### config.mk
export PLATFORM = sky130hd
export DESIGN_NAME = mem_sequencer
export DESIGN_NICKNAME = d
export VERILOG_FILES = /design/src/rtl/mem_pkg.sv /design/src/rtl/mem_sequencer.sv
export SDC_FILE = /design/constraint.sdc
export NUM_CORES = 1
export LEC_CHECK = 0
export ABC_CLOCK_PERIOD_IN_PS = 3530
export CAP_MARGIN = 20
export CORE_AREA = 2 2 79 81
export CTS_CLUSTER_DIAMETER = 30
export CTS_CLUSTER_SIZE = 10
export DETAILED_ROUTE_END_ITERATION = 16
export DIE_AREA = 0 0 81 83
export HOLD_SLACK_MARGIN = 0.15
export PLACE_DENSITY = 0.88
export SLEW_MARGIN = 25
export SYNTH_ARGS = -nofsm -noshare
export SYNTH_HDL_FRONTEND = slang
export SYNTH_SLANG_ARGS = --single-unit
### constraint.sdc
create_clock -name clk -period 3.53 [get_ports clk]
set_clock_uncertainty 0.2 [all_clocks]
set_input_delay 0.706 -clock clk [delete_from_list [all_inputs] [get_ports clk]]
set_output_delay 0.706 -clock clk [all_outputs]
set_load 0.1 [all_outputs]
### src/rtl/mem_pkg.sv
// Shared definitions for the memory access sequencer.
//   ADDR_W  : RAM byte address width
//   DATA_W  : RAM data width (one byte per access)
//   WIDE_W  : width of a 16-bit CPU access
//   state_t : sequencer FSM states
package mem_pkg;

    localparam int ADDR_W = 15;
    localparam int DATA_W = 8;
    localparam int WIDE_W = 16;

    typedef enum logic [2:0] {
        IDLE = 3'd0,
        RD   = 3'd1,
        WR   = 3'd2,
        GAP  = 3'd3,
        RESP = 3'd4
    } state_t;

endpackage

### src/rtl/mem_sequencer.sv
// Memory access sequencer: the only master of the RAM block.
// It turns byte and 16-bit little-endian CPU loads/stores into
// byte-wide RAM cycles, holds each write long enough for the RAM
// write-pulse gate, and returns a one-cycle completion pulse.
//
// Ports
//   clk, nrst        : clock, asynchronous active-low reset
//   req_valid/ready  : request handshake (ready only in IDLE)
//   req_wr, req_wide : store/load select, 2-byte access select
//   req_addr         : byte address (second byte at addr+1, wraps)
//   req_wdata        : store data, [15:8] used only for wide stores
//   resp_valid       : one-cycle completion pulse, no backpressure
//   resp_rdata       : load data ({8'h00,byte} for narrow loads)
//   ram_addr/wr/din  : registered RAM controls
//   ram_dout         : RAM read data, sampled READ_LAT cycles after
//                      the address is presented
//   dbg_state_o      : current FSM state, for observation only
//
// Handshake: a request transfers on a rising edge where req_valid and
// req_ready are both high. req_ready is high only in IDLE, so nothing
// is accepted while an access (including its RESP cycle) is in flight
// and request inputs are ignored until the sequencer is back in IDLE.
// resp_valid is a pulse; the requester must take it when it appears.
module mem_sequencer
    import mem_pkg::*;
#(
    parameter int unsigned WR_HOLD  = 3,
    parameter int unsigned READ_LAT = 1
) (
    input  logic              clk,
    input  logic              nrst,
    input  logic              req_valid,
    output logic              req_ready,
    input  logic              req_wr,
    input  logic              req_wide,
    input  logic [ADDR_W-1:0] req_addr,
    input  logic [WIDE_W-1:0] req_wdata,
    output logic              resp_valid,
    output logic [WIDE_W-1:0] resp_rdata,
    output logic [ADDR_W-1:0] ram_addr,
    output logic              ram_wr,
    output logic [DATA_W-1:0] ram_din,
    input  logic [DATA_W-1:0] ram_dout,
    output state_t            dbg_state_o
);

    localparam logic [3:0]        WR_LAST  = 4'(WR_HOLD - 1);
    localparam logic [3:0]        RD_LAST  = 4'(READ_LAT - 1);
    localparam logic [ADDR_W-1:0] ADDR_ONE = 1;

    state_t              state_q,      state_d;
    logic                bi_q,         bi_d;
    logic [3:0]          cnt_q,        cnt_d;
    logic                wide_q,       wide_d;
    logic [DATA_W-1:0]   wdata_hi_q,   wdata_hi_d;
    logic [ADDR_W-1:0]   ram_addr_q,   ram_addr_d;
    logic                ram_wr_q,     ram_wr_d;
    logic [DATA_W-1:0]   ram_din_q,    ram_din_d;
    logic                resp_valid_q, resp_valid_d;
    logic [WIDE_W-1:0]   resp_rdata_q, resp_rdata_d;

    always_ff @(posedge clk or negedge nrst) begin
        if (!nrst) begin
            state_q      <= IDLE;
            bi_q         <= 1'b0;
            cnt_q        <= '0;
            wide_q       <= 1'b0;
            wdata_hi_q   <= '0;
            ram_addr_q   <= '0;
            ram_wr_q     <= 1'b0;
            ram_din_q    <= '0;
            resp_valid_q <= 1'b0;
            resp_rdata_q <= '0;
        end else begin
            state_q      <= state_d;
            bi_q         <= bi_d;
            cnt_q        <= cnt_d;
            wide_q       <= wide_d;
            wdata_hi_q   <= wdata_hi_d;
            ram_addr_q   <= ram_addr_d;
            ram_wr_q     <= ram_wr_d;
            ram_din_q    <= ram_din_d;
            resp_valid_q <= resp_valid_d;
            resp_rdata_q <= resp_rdata_d;
        end
    end

    always_comb begin
        state_d      = state_q;
        bi_d         = bi_q;
        cnt_d        = cnt_q;
        wide_d       = wide_q;
        wdata_hi_d   = wdata_hi_q;
        ram_addr_d   = ram_addr_q;
        ram_wr_d     = ram_wr_q;
        ram_din_d    = ram_din_q;
        resp_valid_d = 1'b0;
        resp_rdata_d = resp_rdata_q;

        case (state_q)
            IDLE: begin
                ram_wr_d = 1'b0;
                // req_ready is high in IDLE, so req_valid alone means accept.
                if (req_valid) begin
                    ram_addr_d = req_addr;
                    bi_d       = 1'b0;
                    cnt_d      = '0;
                    wide_d     = req_wide;
                    wdata_hi_d = req_wdata[15:8];
                    if (req_wr) begin
                        ram_wr_d  = 1'b1;
                        ram_din_d = req_wdata[7:0];
                        state_d   = WR;
                    end else begin
                        state_d = RD;
                    end
                end
            end

            RD: begin
                if (cnt_q == RD_LAST) begin
                    // Byte 0 also clears the high half so a narrow load
                    // returns {8'h00, byte}.
                    if (bi_q) begin
                        resp_rdata_d[15:8] = ram_dout;
                    end else begin
                        resp_rdata_d = {8'h00, ram_dout};
                    end
                    if (wide_q && !bi_q) begin
                        bi_d       = 1'b1;
                        ram_addr_d = ram_addr_q + ADDR_ONE;
                        cnt_d      = '0;
                    end else begin
                        state_d      = RESP;
                        resp_valid_d = 1'b1;
                    end
                end else begin
                    cnt_d = cnt_q + 4'd1;
                end
            end

            WR: begin
                if (cnt_q == WR_LAST) begin
                    ram_wr_d = 1'b0;
                    state_d  = GAP;
                end else begin
                    cnt_d = cnt_q + 4'd1;
                end
            end

            GAP: begin
                // Address and data stayed put through this cycle so the
                // RAM sees a clean trailing edge on the write pulse.
                if (wide_q && !bi_q) begin
                    bi_d       = 1'b1;
                    ram_addr_d = ram_addr_q + ADDR_ONE;
                    ram_din_d  = wdata_hi_q;
                    ram_wr_d   = 1'b1;
                    cnt_d      = '0;
                    state_d    = WR;
                end else begin
                    state_d      = RESP;
                    resp_valid_d = 1'b1;
                    resp_rdata_d = '0;
                end
            end

            RESP: begin
                state_d = IDLE;
            end

            default: begin
                state_d = IDLE;
            end
        endcase
    end

    assign req_ready   = (state_q == IDLE);
    assign resp_valid  = resp_valid_q;
    assign resp_rdata  = resp_rdata_q;
    assign ram_addr    = ram_addr_q;
    assign ram_wr      = ram_wr_q;
    assign ram_din     = ram_din_q;
    assign dbg_state_o = state_q;

endmodule
## Word-level counts from Yosys, hierarchy flattened

Index checks and enable logic that the tools add are counted.

| storage, ports and cells | value |
|---|---|
| output and inout bits | 45 |
| flip-flop bits (word level) | 58 |
| logic and storage cells | 80 |
| bits of input ports | 44 |

| operators by class | value |
|---|---|
| reduce and logical (&&, ||, !) cells | 17 |
| equality and inequality tests | 13 |
| add/sub/neg operators | 2 |
| mux-type cells | 37 |

Operators by type and width:

| operator | number |
|---|---|
| 2-to-1 mux 15 bit | 3 |
| one-hot mux 15 bit (3 select lines) | 1 |
| 2-to-1 mux 8 bit | 5 |
| 2-to-1 mux 16 bit | 2 |
| one-hot mux 16 bit (2 select lines) | 1 |
| 2-to-1 mux 4 bit | 4 |
| inequality test 2 bit, second input constant | 8 |
| one-hot mux 4 bit (4 select lines) | 1 |
| one-hot mux 8 bit (2 select lines) | 1 |
| adder 15 x 1 -> 15 bit, second input constant | 1 |
| 2-to-1 mux 3 bit | 5 |
| one-hot mux 3 bit (4 select lines) | 1 |
| AND reduction 3 bit | 4 |
| AND reduction 4 bit | 3 |
| 2-to-1 mux 1 bit | 9 |
| == test 3 x 2 -> 1 bit, second input constant | 2 |
| one-hot mux 1 bit (3 select lines) | 2 |
| nonzero test 3 bit | 2 |
| adder 4 x 1 -> 4 bit, second input constant | 1 |
| == test 4 x 2 -> 1 bit, second input constant | 1 |
| logical NOT 4 bit | 1 |
| nonzero test 2 bit | 2 |
| nonzero test 4 bit | 1 |
| == test 3 x 1 -> 1 bit, second input constant | 1 |
| other kinds (7) | 7 |

## Logic depth before layout (Yosys ltp)

Gate-level depths: netlist of run 1.

| depth | value |
|---|---|
| depth in word-level cells | 5 |
| mapped depth | 8 |
| mapped depth without buffers | 7 |

## Worst setup path after synthesis of run 1

No wires, ideal clock.

| timing | value |
|---|---|
| kind | reg2out |
| start point | register state_q[1], in the netlist dbg_state_o[1] |
| end point | output port req_ready |
| path buffers | 2 |
| arrival | 3263 ps |
| slack | -639 ps |
| stages on the path, launching flop included | 4 |
| path through | dfrtp_1 clkbuf_1 buf_2 nor3_1 |

| between the ends | value |
|---|---|
| cells in the longest elaborated chain, start to end | 1 |

RTL lines:

| element | line | text |
|---|---|---|
| start: declaration | mem_sequencer.sv:51 | `state_t state_q, state_d;` |
| start signal: assignment | mem_sequencer.sv:75 | `state_q <= state_d;` |
| logical NOT 3 bit | mem_sequencer.sv:178 | `assign req_ready = (state_q == IDLE);` |
| end: declaration | mem_sequencer.sv:33 | `output logic req_ready,` |

No other way between the ends.

## Worst setup path in the final report of run 1

| timing | value |
|---|---|
| start point | register state_q[0], in the netlist dbg_state_o[0] |
| end point | register cnt_q[3] |

| between the ends | value |
|---|---|
| cells in the longest elaborated chain, start to end | 3 |

RTL lines:

| element | line | text |
|---|---|---|
| == test 3 x 2 -> 1 bit, or another cell as far along | mem_sequencer.sv:100 | `case (state_q)` |
| inequality test 2 bit (no source line) / nonzero test 4 bit (equally long branches) | -- |  |
| AND reduction 3 bit (no source line) | -- |  |
| end signal: assignment | mem_sequencer.sv:77 | `cnt_q <= cnt_d;` |
| end: declaration | mem_sequencer.sv:53 | `logic [3:0] cnt_q, cnt_d;` |

Several ways; a longest one is shown, not always the timed one.
A chain may end at the register's enable or synchronous reset.

==> qor.csv, run 1 <==
stage;metric;value;unit
placed_design;Area after DPL;3700;µm²
clock_network;Hold-fix buffers, CTS;1;
route;Avg Vias per Cell;5.66;
synth;synthesized cell area;2860;µm²
job;maxcap violations;0;
global_route;gr usage total;23.8;%
clock_network;TritonCTS clock tree;done;
worst_setup_path;worst path required time;3550;ps
synth;post-synthesis sequential area ratio;50.8;%
synth;top cells by area, synth;dfrtp_1, a21oi_1, nand2_1, o21ai_0, mux2_2;
route;DR iter-0 viols;197;
sta;Final Cycle Share;70.2;%
worst_setup_path;worst path arrival time;2500;ps
route;remaining design rule violation count;0;
sta;final slew viol count;0;
global_route;largest net degree at the start of global routing;30;
final_layout;# diodes;0;
synth;post-synthesis cell count;308;
route;routed via count;2712;
synth;most numerous cell in the Yosys netlist;dfrtp_1;
route;Final ANT Viol Nets;0;
clock_network;clock-pin transition on the worst setup and hold timing paths;60;ps
sta;Fin Setup TNS;0;ps
clock_network;CTS buffer count;9;
synth;Synth cell types;41;
floorplan;Starting Density;49.1;%
sta;Setup violations, final;0;
clock_network;postcts setup bufs;0;
synth;Ys Warns;0;
route;final WL;7550;µm
worst_setup_path;Crit Path Class;reg2reg;
sta;RSZ-0062 raised after global routing;no;
clock_network;worst-skew pair later-pin latency;340;ps
clock_network;Post-CTS Resized;0;
sta;relative slew slack;46.3;%
placed_design;routability cong.;0.860;
sta;Worst Max-Slew Pin Slew;801;ps
final_layout;net count reported at finish;447;
route;routed len/inst;15.8;µm
worst_setup_path;Reg2Reg Setup Slack;1050;ps
floorplan;die width;81;µm
route;DRT Pass-1 Iters;4;
final_layout;proportion of layout cells with a drive suffix above 1;21.0;%
floorplan;die area;6720;µm²
global_route;first-pass GRT wire length;12500;µm
global_route;grt ovf;0;
synth;top cells by count, synth;dfrtp_1, nand2_1, a21oi_1;
synth;post-synth top area cell;dfrtp_1;
synth;syn nets;356;
placed_design;DP Worst Slack;839;ps
clock_network;clk sinks;58;
final_layout;Syn-to-layout area delta;37.7;%
final_layout;Final Util;67.6;%
floorplan;Ports;89;
global_route;initial antenna violation count;0;
synth;asr flop ratio synth;100;%
sta;endpoints failing hold;0;
placed_design;Post-DP HPWL;5230;µm
worst_setup_path;Max Fanout on Critical Path;17;
floorplan;# rows;28;
synth;Top FF cell, synth;dfrtp_1;
final_layout;fin area;3930;µm²
run_status;status;completed;
worst_setup_path;critical path endpoint category;register;
worst_setup_path;crit start category;register;
sta;final worst slack;1050;ps
sta;min Tclk post-route;2480;ps
synth;FF+latch count, synth;58;
floorplan;core footprint;5820;µm²
clock_network;Clock Tree Buf Depth;2;
clock_network;H-tree Lvls;3;
sta;achievable frequency;0.403;GHz
global_route;vias in the first global route;2657;
floorplan;chip height;83;µm
placed_design;number of port buffers;88;
clock_network;CTS root buffer;clkbuf_8;
synth;Post-synth EDFFs;0;
synth;Avg Synthesized Cell Area;9.27;µm²
synth;post-synth top area share;50.8;%
hold_path;hold crit path type;reg2reg;
==> final timing paths <==
| kind | from | endpoint | cells after the start |
|---|---|---|---|
| hold reg to reg | resp_rdata[4] | resp_rdata[4] | 2 |
| setup reg to reg | dbg_state_o[0] | cnt_q[3] | 5 |
| min in group asynchronous | nrst | ram_addr[8] | 2 |
| setup / recovery | dbg_state_o[0] | cnt_q[3] | 5 |
| max in group asynchronous | nrst | resp_rdata[4] | 3 |
| hold / removal | resp_rdata[4] | resp_rdata[4] | 2 |
==> critical path: stages (launching register included) <==
cell     delay (ps)
dfrtp_1         540
inv_1           270
nor2_1           90
nand2_1         620
o21ai_0         240
a221o_1         390
==> cells in the final DEF (no fill, tap or decap), types with 10 or more instances in the layout <==
cell             Yosys  routed
buf_4                0      51
nand3_1             22      22
inv_1               17      17
a21oi_1             32      32
clkdlybuf4s50_1      0      42
nand2_1             39      39
mux2_2              10      10
clkbuf_8             0      10
nor2_1              24      24
o21ai_0             29      29
dfrtp_1             58      58
==> routing by layer <==
layer / vias to the layer above / share of wire, % / track usage [%]
met5: - / 0 / 0
li1: 1276 / - / -
met3: 10 / 7.2 / 6.09
met1: 1316 / 42 / 31.4
met2: 110 / 50 / 38.3
met4: 0 / 1.2 / 7.09
==> cell type report <==
cell class              count  area, µm²
clock buffers              11        141
multi-input cells         218       1280
well taps                  75       93.8
flip-flops and latches     58       1450
clock inverters             5       77.6
repair buffers             95        818
fillers                   479       1880
inverters                  17       63.8
==> metrics by stage <==
step                      std cells  hold WS (ps)
final                           479           280
after global routing            479           320
after CTS                       479           288
after detailed placement        462           274
after global placement          462           266
after floorplan                 308           210
==> state kept, by name (all words and copies together), names as in the netlist <==
| register | count |
|---|---|
| wide_q | 1 |
| resp_valid | 1 |
| ram_addr | 15 |
| cnt_q | 4 |
| dbg_state_o | 3 |
| bi_q | 1 |
| resp_rdata | 16 |
| ram_wr | 1 |
| ram_din | 8 |
| wdata_hi_q | 8 |
==> kinds of logic after synthesis <==
| group | count (synthesis) | synth area share [%] |
|---|---|---|
| simple gates | 106 | 17.5 |
| compound gates | 90 | 18.6 |
| flops | 58 | 50.8 |
| buf+inv | 32 | 4.56 |
| mux | 18 | 6.75 |
| fa+ha+maj | 4 | 1.75 |
Power of run 1 is left out: the tool's default activity adds up to more than one toggle a clock period on the data nets, which glitch-free logic cannot reach.
==> run 2: changes to the inputs <==
Settings changed: ABC_CLOCK_PERIOD_IN_PS 3530 to 2400, CORE_AREA 2 2 79 81 to 2 2 81 83, DIE_AREA 0 0 81 83 to 0 0 83 85, PLACE_DENSITY 0.88 to 0.85.
Clock period 3.53 ns to 2.4 ns, I/O delays scaled along.
==> run 2 against run 1 <==
Net effect:
- sequential cell count unchanged
- clock-buffer cell count grew 1
- final area up 3.8%
- non-clock buffer count rose by 8
- cell count grew 2.1%
- fmax grew 13%
- wire length decreased by 3.4%
- highest routed layer unchanged
- global-route usage shrank 3.0 points
- utilization fell by 1.8 points
==> qor.csv, run 2 (synthesized netlist as in run 1, its figures left out) <==
stage;metric;value;unit
final_layout;most common cell after layout, fill and taps aside;buf_4;
sta;final slew viol count;0;
final_layout;proportion of layout cells with a drive suffix above 1;23.8;%
sta;min Tclk post-route;2200;ps
route;Final ANT Viol Nets;0;
hold_path;hold depth;2;
clock_network;CTS buffer count;9;
floorplan;core footprint;6200;µm²
global_route;first-pass GRT wire length;11800;µm
sta;Final Cycle Share;91.6;%
final_layout;Syn-to-layout area delta;42.9;%
route;final WL;7300;µm
worst_setup_path;cells on worst reg2reg path;7;
clock_network;worst-skew pair later-pin latency;340;ps
final_layout;most frequent cells in the layout;buf_4, dfrtp_1, clkdlybuf4s50_1;
floorplan;chip height;85;µm
sta;endpoints failing hold;0;
sta;achievable frequency;0.455;GHz
clock_network;TritonCTS clock tree;done;
final_layout;max reg flops;16;
route;routed via count;2681;
sta;Fin Setup TNS;0;ps
route;DR iter-0 viols;195;
worst_setup_path;worst reg2reg startpoint;cnt_q[0];
sta;Worst Max-Slew Pin Slew;593;ps
worst_setup_path;worst path arrival time;2270;ps
clock_network;Post-CTS Resized;0;
hold_path;hold crit path type;reg2reg;
global_route;largest net degree at the start of global routing;59;
clock_network;CTS root buffer;clkbuf_8;
floorplan;die width;83;µm
worst_setup_path;worst path required time;2470;ps
floorplan;Starting Density;46.0;%
final_layout;register area;1460;µm²
global_route;vias in the first global route;2466;
worst_setup_path;critical path endpoint category;register;
sta;Setup violations, final;0;
floorplan;die area;7060;µm²
worst_setup_path;crit start category;register;
final_layout;# diodes;0;
worst_setup_path;Reg2Reg Setup Slack;200;ps
global_route;initial antenna violation count;0;
worst_setup_path;Crit Path Class;reg2reg;
worst_setup_path;Max Fanout on Critical Path;10;
placed_design;Post-DP HPWL;5290;µm
route;routed len/inst;14.9;µm
clock_network;H-tree Lvls;3;
final_layout;multi-input logic area;1290;µm²
worst_setup_path;r2r endpoint;ram_addr[0];
hold_path;Hold Path Sink;resp_rdata[2];
sta;RSZ-0062 raised after global routing;no;
route;Avg Vias per Cell;5.48;
placed_design;number of port buffers;88;
route;DRT Pass-1 Iters;4;
placed_design;routability cong.;0.820;
final_layout;net count reported at finish;455;
run_status;status;completed;
floorplan;Ports;89;
global_route;grt ovf;0;
floorplan;# rows;29;
route;remaining design rule violation count;0;
sta;relative slew slack;60.4;%
global_route;gr usage total;20.8;%
final_layout;FILL cells;521;
job;maxcap violations;0;
hold_path;Hold Startpoint;resp_rdata[2];
clock_network;Clock Tree Buf Depth;2;
clock_network;clk sinks;58;
clock_network;clock-pin transition on the worst setup and hold timing paths;70;ps
==> run 2: cell count changes in the layout (fill, tap and decap cells not counted), sizes merged <==
cell and delta:
buf +8, clkinvlp -1, clkbuf +1
==> run 2: how the worst max path moves through the flow <==
| stage | start | depth (start not counted) | end |
|---|---|---|---|
| after floorplan | dbg_state_o[1] | 3 | req_ready |
| after global placement | req_valid | 5 | ram_addr[0] |
| after detailed placement | req_valid | 5 | cnt_q[3] |
| after CTS | cnt_q[0] | 7 | ram_addr[0] |
| after global routing | dbg_state_o[2] | 4 | cnt_q[1] |
| final | cnt_q[0] | 7 | ram_addr[0] |
==> run 2: metrics by stage <==
stage / hold slack, ps / cell area [µm²] / setup WS [ps] / util [%] / std cells
floorplan: -15.6 / 2880 / -8.09 / - / 308
detailed placement: 282 / 3830 / 14.5 / 61.8 / 471
finish: 289 / 4080 / 202 / 65.8 / 489
global placement: 265 / 3830 / 35.6 / 61.8 / 471
global route: 310 / 4080 / 34.5 / 65.8 / 489
CTS: 298 / 4070 / 112 / 65.7 / 488
==> run 2: area by class of cell <==
class,count,share of cell area (%)
multi-input combinational,218,31.6
sequential,58,35.8
clock buffer,12,3.80
timing repair buffer,103,23.1
inverter,17,1.56
clock inverter,4,1.81
tap,77,2.36
==> run 2: repair_timing <==
action / 4_1_cts / 5_1_grt
setup buffers: 0 / 1
hold buffers: 1 / 0
endpoints found under the setup margin: 0 / 1
endpoints found under the hold margin: 58 / 0
==> run 2: critical path, stage by stage, from the launching register on <==
cell	delay [ps]
dfrtp_1	400
inv_1	110
ha_1	150
nor3b_4	190
nor3_2	90
or4_4	580
or3_1	320
nand3_1	80
==> run 2: routing by layer <==
| layer | vias to the layer above | share of wire [%] | global-route usage, % |
|---|---|---|---|
| li1 | 1289 | - | - |
| met2 | 124 | 46 | 31.9 |
| met4 | 0 | 1.5 | 7.30 |
| met5 | - | 0 | 0 |
| met3 | 11 | 9.2 | 8.17 |
| met1 | 1257 | 44 | 27.1 |
Power of run 2 is left out for the same reason.
==> run 3: changes to the inputs <==
Settings changed: CTS_CLUSTER_SIZE 10 to 12.
==> results of run 3 <==
Same layout as run 2: the final DEF is identical, and so are final timing and power.
Power of run 3 is left out for the same reason.
